**src/rtl/ins_loader.sv**
```systemverilog
// Host-side instruction loader: packs streamed instruction fields into words,
// writes them to instruction memory, pads the rest with NOPs, then releases the processor.
module ins_loader #(
  parameter int OPCODE_WIDTH   = 3,
  parameter int ADDR_WIDTH     = 10,
  parameter int INS_ADDR_WIDTH = 10
) (
  input  logic                                       clk,
  input  logic                                       rstn,
  input  logic                                       in_valid,
  output logic                                       in_ready,
  input  logic [OPCODE_WIDTH-1:0]                    in_opcode,
  input  logic [ADDR_WIDTH-1:0]                      in_a_addr,
  input  logic [ADDR_WIDTH-1:0]                      in_b_addr,
  input  logic [ADDR_WIDTH-1:0]                      in_r_addr,
  input  logic                                       in_last,
  input  logic                                       run_stop,
  output logic                                       ins_we,
  output logic [INS_ADDR_WIDTH-1:0]                  ins_waddr,
  output logic [OPCODE_WIDTH+3*ADDR_WIDTH-1:0]       ins_wdata,
  output logic                                       proc_rstn,
  output logic [INS_ADDR_WIDTH:0]                    loaded_count,
  output logic                                       full
);

  localparam int INS_WIDTH = OPCODE_WIDTH + 3*ADDR_WIDTH;
  localparam logic [INS_ADDR_WIDTH-1:0] LAST_ADDR = '1;

  typedef enum logic [1:0] {IDLE, LOAD, FILL, RUN} state_t;

  state_t                    state, state_nxt;
  logic [INS_ADDR_WIDTH-1:0] ptr;
  logic                      accept;
  logic [INS_WIDTH-1:0]      encoded;

  assign accept  = in_valid & in_ready;
  assign encoded = {in_a_addr, in_b_addr, in_r_addr, in_opcode};

  always_ff @(posedge clk) begin
    if (!rstn) state <= IDLE;
    else       state <= state_nxt;
  end

  always_comb begin
    state_nxt = state;
    unique case (state)
      IDLE, LOAD: begin
        if (accept) begin
          if (ptr == LAST_ADDR) state_nxt = RUN;
          else if (in_last)     state_nxt = FILL;
          else                  state_nxt = LOAD;
        end
      end
      FILL:    if (ptr == LAST_ADDR) state_nxt = RUN;
      RUN:     if (run_stop)         state_nxt = IDLE;
      default: state_nxt = IDLE;
    endcase
  end

  always_comb begin
    in_ready = (state == IDLE) || (state == LOAD);
  end

  // Write port and bookkeeping; proc_rstn is taken from the registered state so it
  // rises one cycle after the final write is presented on the bus.
  always_ff @(posedge clk) begin
    if (!rstn) begin
      ins_we       <= 1'b0;
      ins_waddr    <= '0;
      ins_wdata    <= '0;
      proc_rstn    <= 1'b0;
      loaded_count <= '0;
      full         <= 1'b0;
      ptr          <= '0;
    end else begin
      ins_we    <= 1'b0;
      proc_rstn <= (state == RUN) && !run_stop;
      if (accept) begin
        ins_we       <= 1'b1;
        ins_waddr    <= ptr;
        ins_wdata    <= encoded;
        ptr          <= ptr + 1'b1;
        loaded_count <= loaded_count + 1'b1;
        if (ptr == LAST_ADDR) full <= 1'b1;
      end else if (state == FILL) begin
        ins_we    <= 1'b1;
        ins_waddr <= ptr;
        ins_wdata <= '0;
        ptr       <= ptr + 1'b1;
      end else if (state == RUN && run_stop) begin
        ptr          <= '0;
        loaded_count <= '0;
        full         <= 1'b0;
      end
    end
  end

endmodule

```
**config.mk**
```make
export PLATFORM = sky130hd
export DESIGN_NAME = ins_loader
export DESIGN_NICKNAME = d
export VERILOG_FILES = /design/src/rtl/ins_loader.sv
export SDC_FILE = /design/constraint.sdc
export NUM_CORES = 1
export LEC_CHECK = 0
export ABC_AREA = 1
export BUFFER_PORTS_ARGS = -buffer_cell sky130_fd_sc_hd__buf_2
export CAP_MARGIN = 20
export CORE_UTILIZATION = 52
export CTS_BUF_LIST = sky130_fd_sc_hd__clkbuf_8
export DETAILED_ROUTE_END_ITERATION = 8
export GPL_ROUTABILITY_DRIVEN = 0
export PLACE_DENSITY = 0.94
export SLEW_MARGIN = 10
export SYNTH_ARGS = -nofsm -noshare
export SYNTH_HDL_FRONTEND = slang
export SYNTH_SLANG_ARGS = --single-unit
```
**constraint.sdc**
```tcl
create_clock -name clk -period 1.67 [get_ports clk]
set_input_delay 0.334 -clock clk [delete_from_list [all_inputs] [get_ports clk]]
set_output_delay 0.334 -clock clk [all_outputs]
set_load 0.02 [all_outputs]
```
==> out/summary.txt <==
run status: finished, final reports clean
DP Wirelength: 4950 um
Post-synth EDFFs: 0
core area: 5200 um^2
Reg clk slew, reported paths: 0.07 ns
ANT nets after route: 0
Sink Count: 69
post-route clock period utilization: 88.2%
fin area: 3600 um^2
Hold Path Class: in2reg
WP data arrival: 1.70 ns
# Max-Cap Violations: 0
Max Slew Vio Count: 0
PortBufs: 95
row count: 26
P_int: 2.78 mW
placed cell areas: 3380 um^2
Post-Syn Nets: 433
layout cell share with drive strength beyond 1: 27.3%
Seq pwr share: 47.3%
Die Area: 5840 um^2
largest net degree at the start of global routing: 39
Syn Inst Count: 393
most frequent cells in the layout: nand2_1, buf_2, dfxtp_1
Async SR Flop Fraction: 0%
Ant. Diodes: 0
synth warn: 0
fin crit period: 1.47 ns
clock latency at the later pin of the worst-skew pair: 0.32 ns
Synth Flop Type: dfxtp_1
Root Buffer Master: clkbuf_8
initial core utilization: 55.3%
commonest non-fill, non-tap cell in the layout: nand2_1
1st-pass router iterations: 5
WS Path Type: reg2reg
Critical Path RT: 1.90 ns
combinational share of power: 14.2%
initial antenna violation count: 0
Leak: 1.69 nW
Clock H-tree levels: 3
Nets: 526
Final Hold Fails: 0
peak supply drop: 0.000519 V
global-route wire length before repair: 11600 um
Synth Cell Area: 2880 um^2
setup bufs post-CTS: 0
post-synthesis sequential area ratio: 48.0%
total number of vias: 2878
setup TNS: 0 ns
CTS tree: yes
CP endpoint kind: register
Clock Path Buffers: 2
routed vias/inst: 5.14
Slew @ Worst Pin: 0.399 ns
Ports: 96
# resized after CTS: 0
gr ovfl total: 0
reported net switching power: 0.995 mW
drt drc: 0
GRT Resource Usage Total: 24.7%
Post-Route Skew: 0.00873 ns
Num CTS Buffers: 9
DRT Wirelength: 7020 um
startpoint types: register
die height: 76.4 um
Power Density: 1050 nW/um^2
# hold bufs at CTS: 0
RSZ-0062 raised after global routing: no
peak fanout along the critical path: 5
fmax: 0.679 GHz
vias in the first global route: 2552
Max-slew headroom: 73.2%
#FFs+latches synth: 69
die extent in x: 76.4 um
Clock power frac: 38.5%
Area Overhead vs Synth: 25.0%
synthesized area per cell: 7.32 um^2
Cell variety after synth: 36
switching share of power: 26.4%
Avg WL per Cell: 12.5 um
DR iter-0 viols: 185
final setup fails: 0
[power by group through the flow]
stage	Clock (mW)	Combinational, mW	Sequential (mW)
after floorplan	0	0.277	1.91
after CTS	1.48	0.538	1.78
after detailed placement	0	0.534	1.82
after global routing	1.56	0.586	1.79
after global placement	0	0.522	1.81
final	1.45	0.536	1.78
[final timing paths]
path | from | to | slack, ns | cells after the start
worst min register to register | ins_wdata[29] | ins_wdata[29] | 0.46 | 2
worst max register to register | loaded_count[0] | loaded_count[6] | 0.20 | 6
worst max-delay path | loaded_count[0] | loaded_count[6] | 0.20 | 6
worst min-delay path | in_r_addr[5] | ins_wdata[8] | 0.25 | 3
[critical path: stages (launching register included)]
cell,delay (ns)
dfxtp_1,0.40
ha_1,0.28
nand3_1,0.15
o21ai_0,0.29
o211ai_1,0.15
nand2_1,0.08
inv_1,0.03
[logic make-up after synthesis]
group,Yosys count,share of synthesized area [%]
AO/OA/AOI/OAI,74,14.2
AND/OR/NAND/NOR,203,29.7
buffers and inverters,45,7.22
adder cells (fa/ha/maj),2,0.869
flip-flops,69,48.0
[layer usage]
layer	vias up	routed length (um)	GRT usage (%)
met5	-	0	0
met2	103	3560	43.0
met3	12	384	5.27
met1	1319	2960	30.0
met4	0	111	9.04
li1	1444	-	-
[cell usage after synthesis, types with 3 or more instances]
cell type  count  share of area [%]
nand2_1      132                 17
dfxtp_1       69                 48
a21oi_1       49                8.5
nor2_1        33                4.3
inv_1         24                3.1
nand3_1       18                3.1
o21ai_0       14                2.4
buf_2          8                1.4
nor3_1         5               0.87
clkbuf_1       4               0.52
a21oi_2        3               0.91
inv_2          3               0.39
nand2_2        3               0.65
nand2_4        3                1.2
[sequential cells by signal, indices dropped and copies added, names as in the netlist]
register,cells
ins_we,1
state,2
ins_waddr,10
ins_wdata,33
full,1
ptr,10
loaded_count,11
proc_rstn,1
[metrics by stage]
stage | hold slack [ns] | cells | setup WS, ns | total power, mW | utilization [%]
after floorplan | 0.469 | 393 | 0.310 | 2.18 | -
after global placement | 0.444 | 545 | 0.289 | 2.34 | 65.0
after detailed placement | 0.449 | 545 | 0.198 | 2.35 | 65.0
after CTS | 0.245 | 560 | 0.237 | 3.80 | 69.1
after global routing | 0.244 | 560 | 0.101 | 3.94 | 69.1
final | 0.255 | 560 | 0.196 | 3.77 | 69.1
[area by class of cell]
| class | instances | area (um^2) |
|---|---|---|
| Clock buffer | 10 | 138 |
| Clock inverter | 5 | 76.3 |
| Fill cell | 408 | 1610 |
| Inverter | 28 | 108 |
| Multi-Input combinational cell | 279 | 1290 |
| Sequential cell | 69 | 1380 |
| Tap cell | 70 | 87.6 |
| Timing Repair Buffer | 99 | 518 |
No activity file was read; power rests on OpenSTA's default activity.
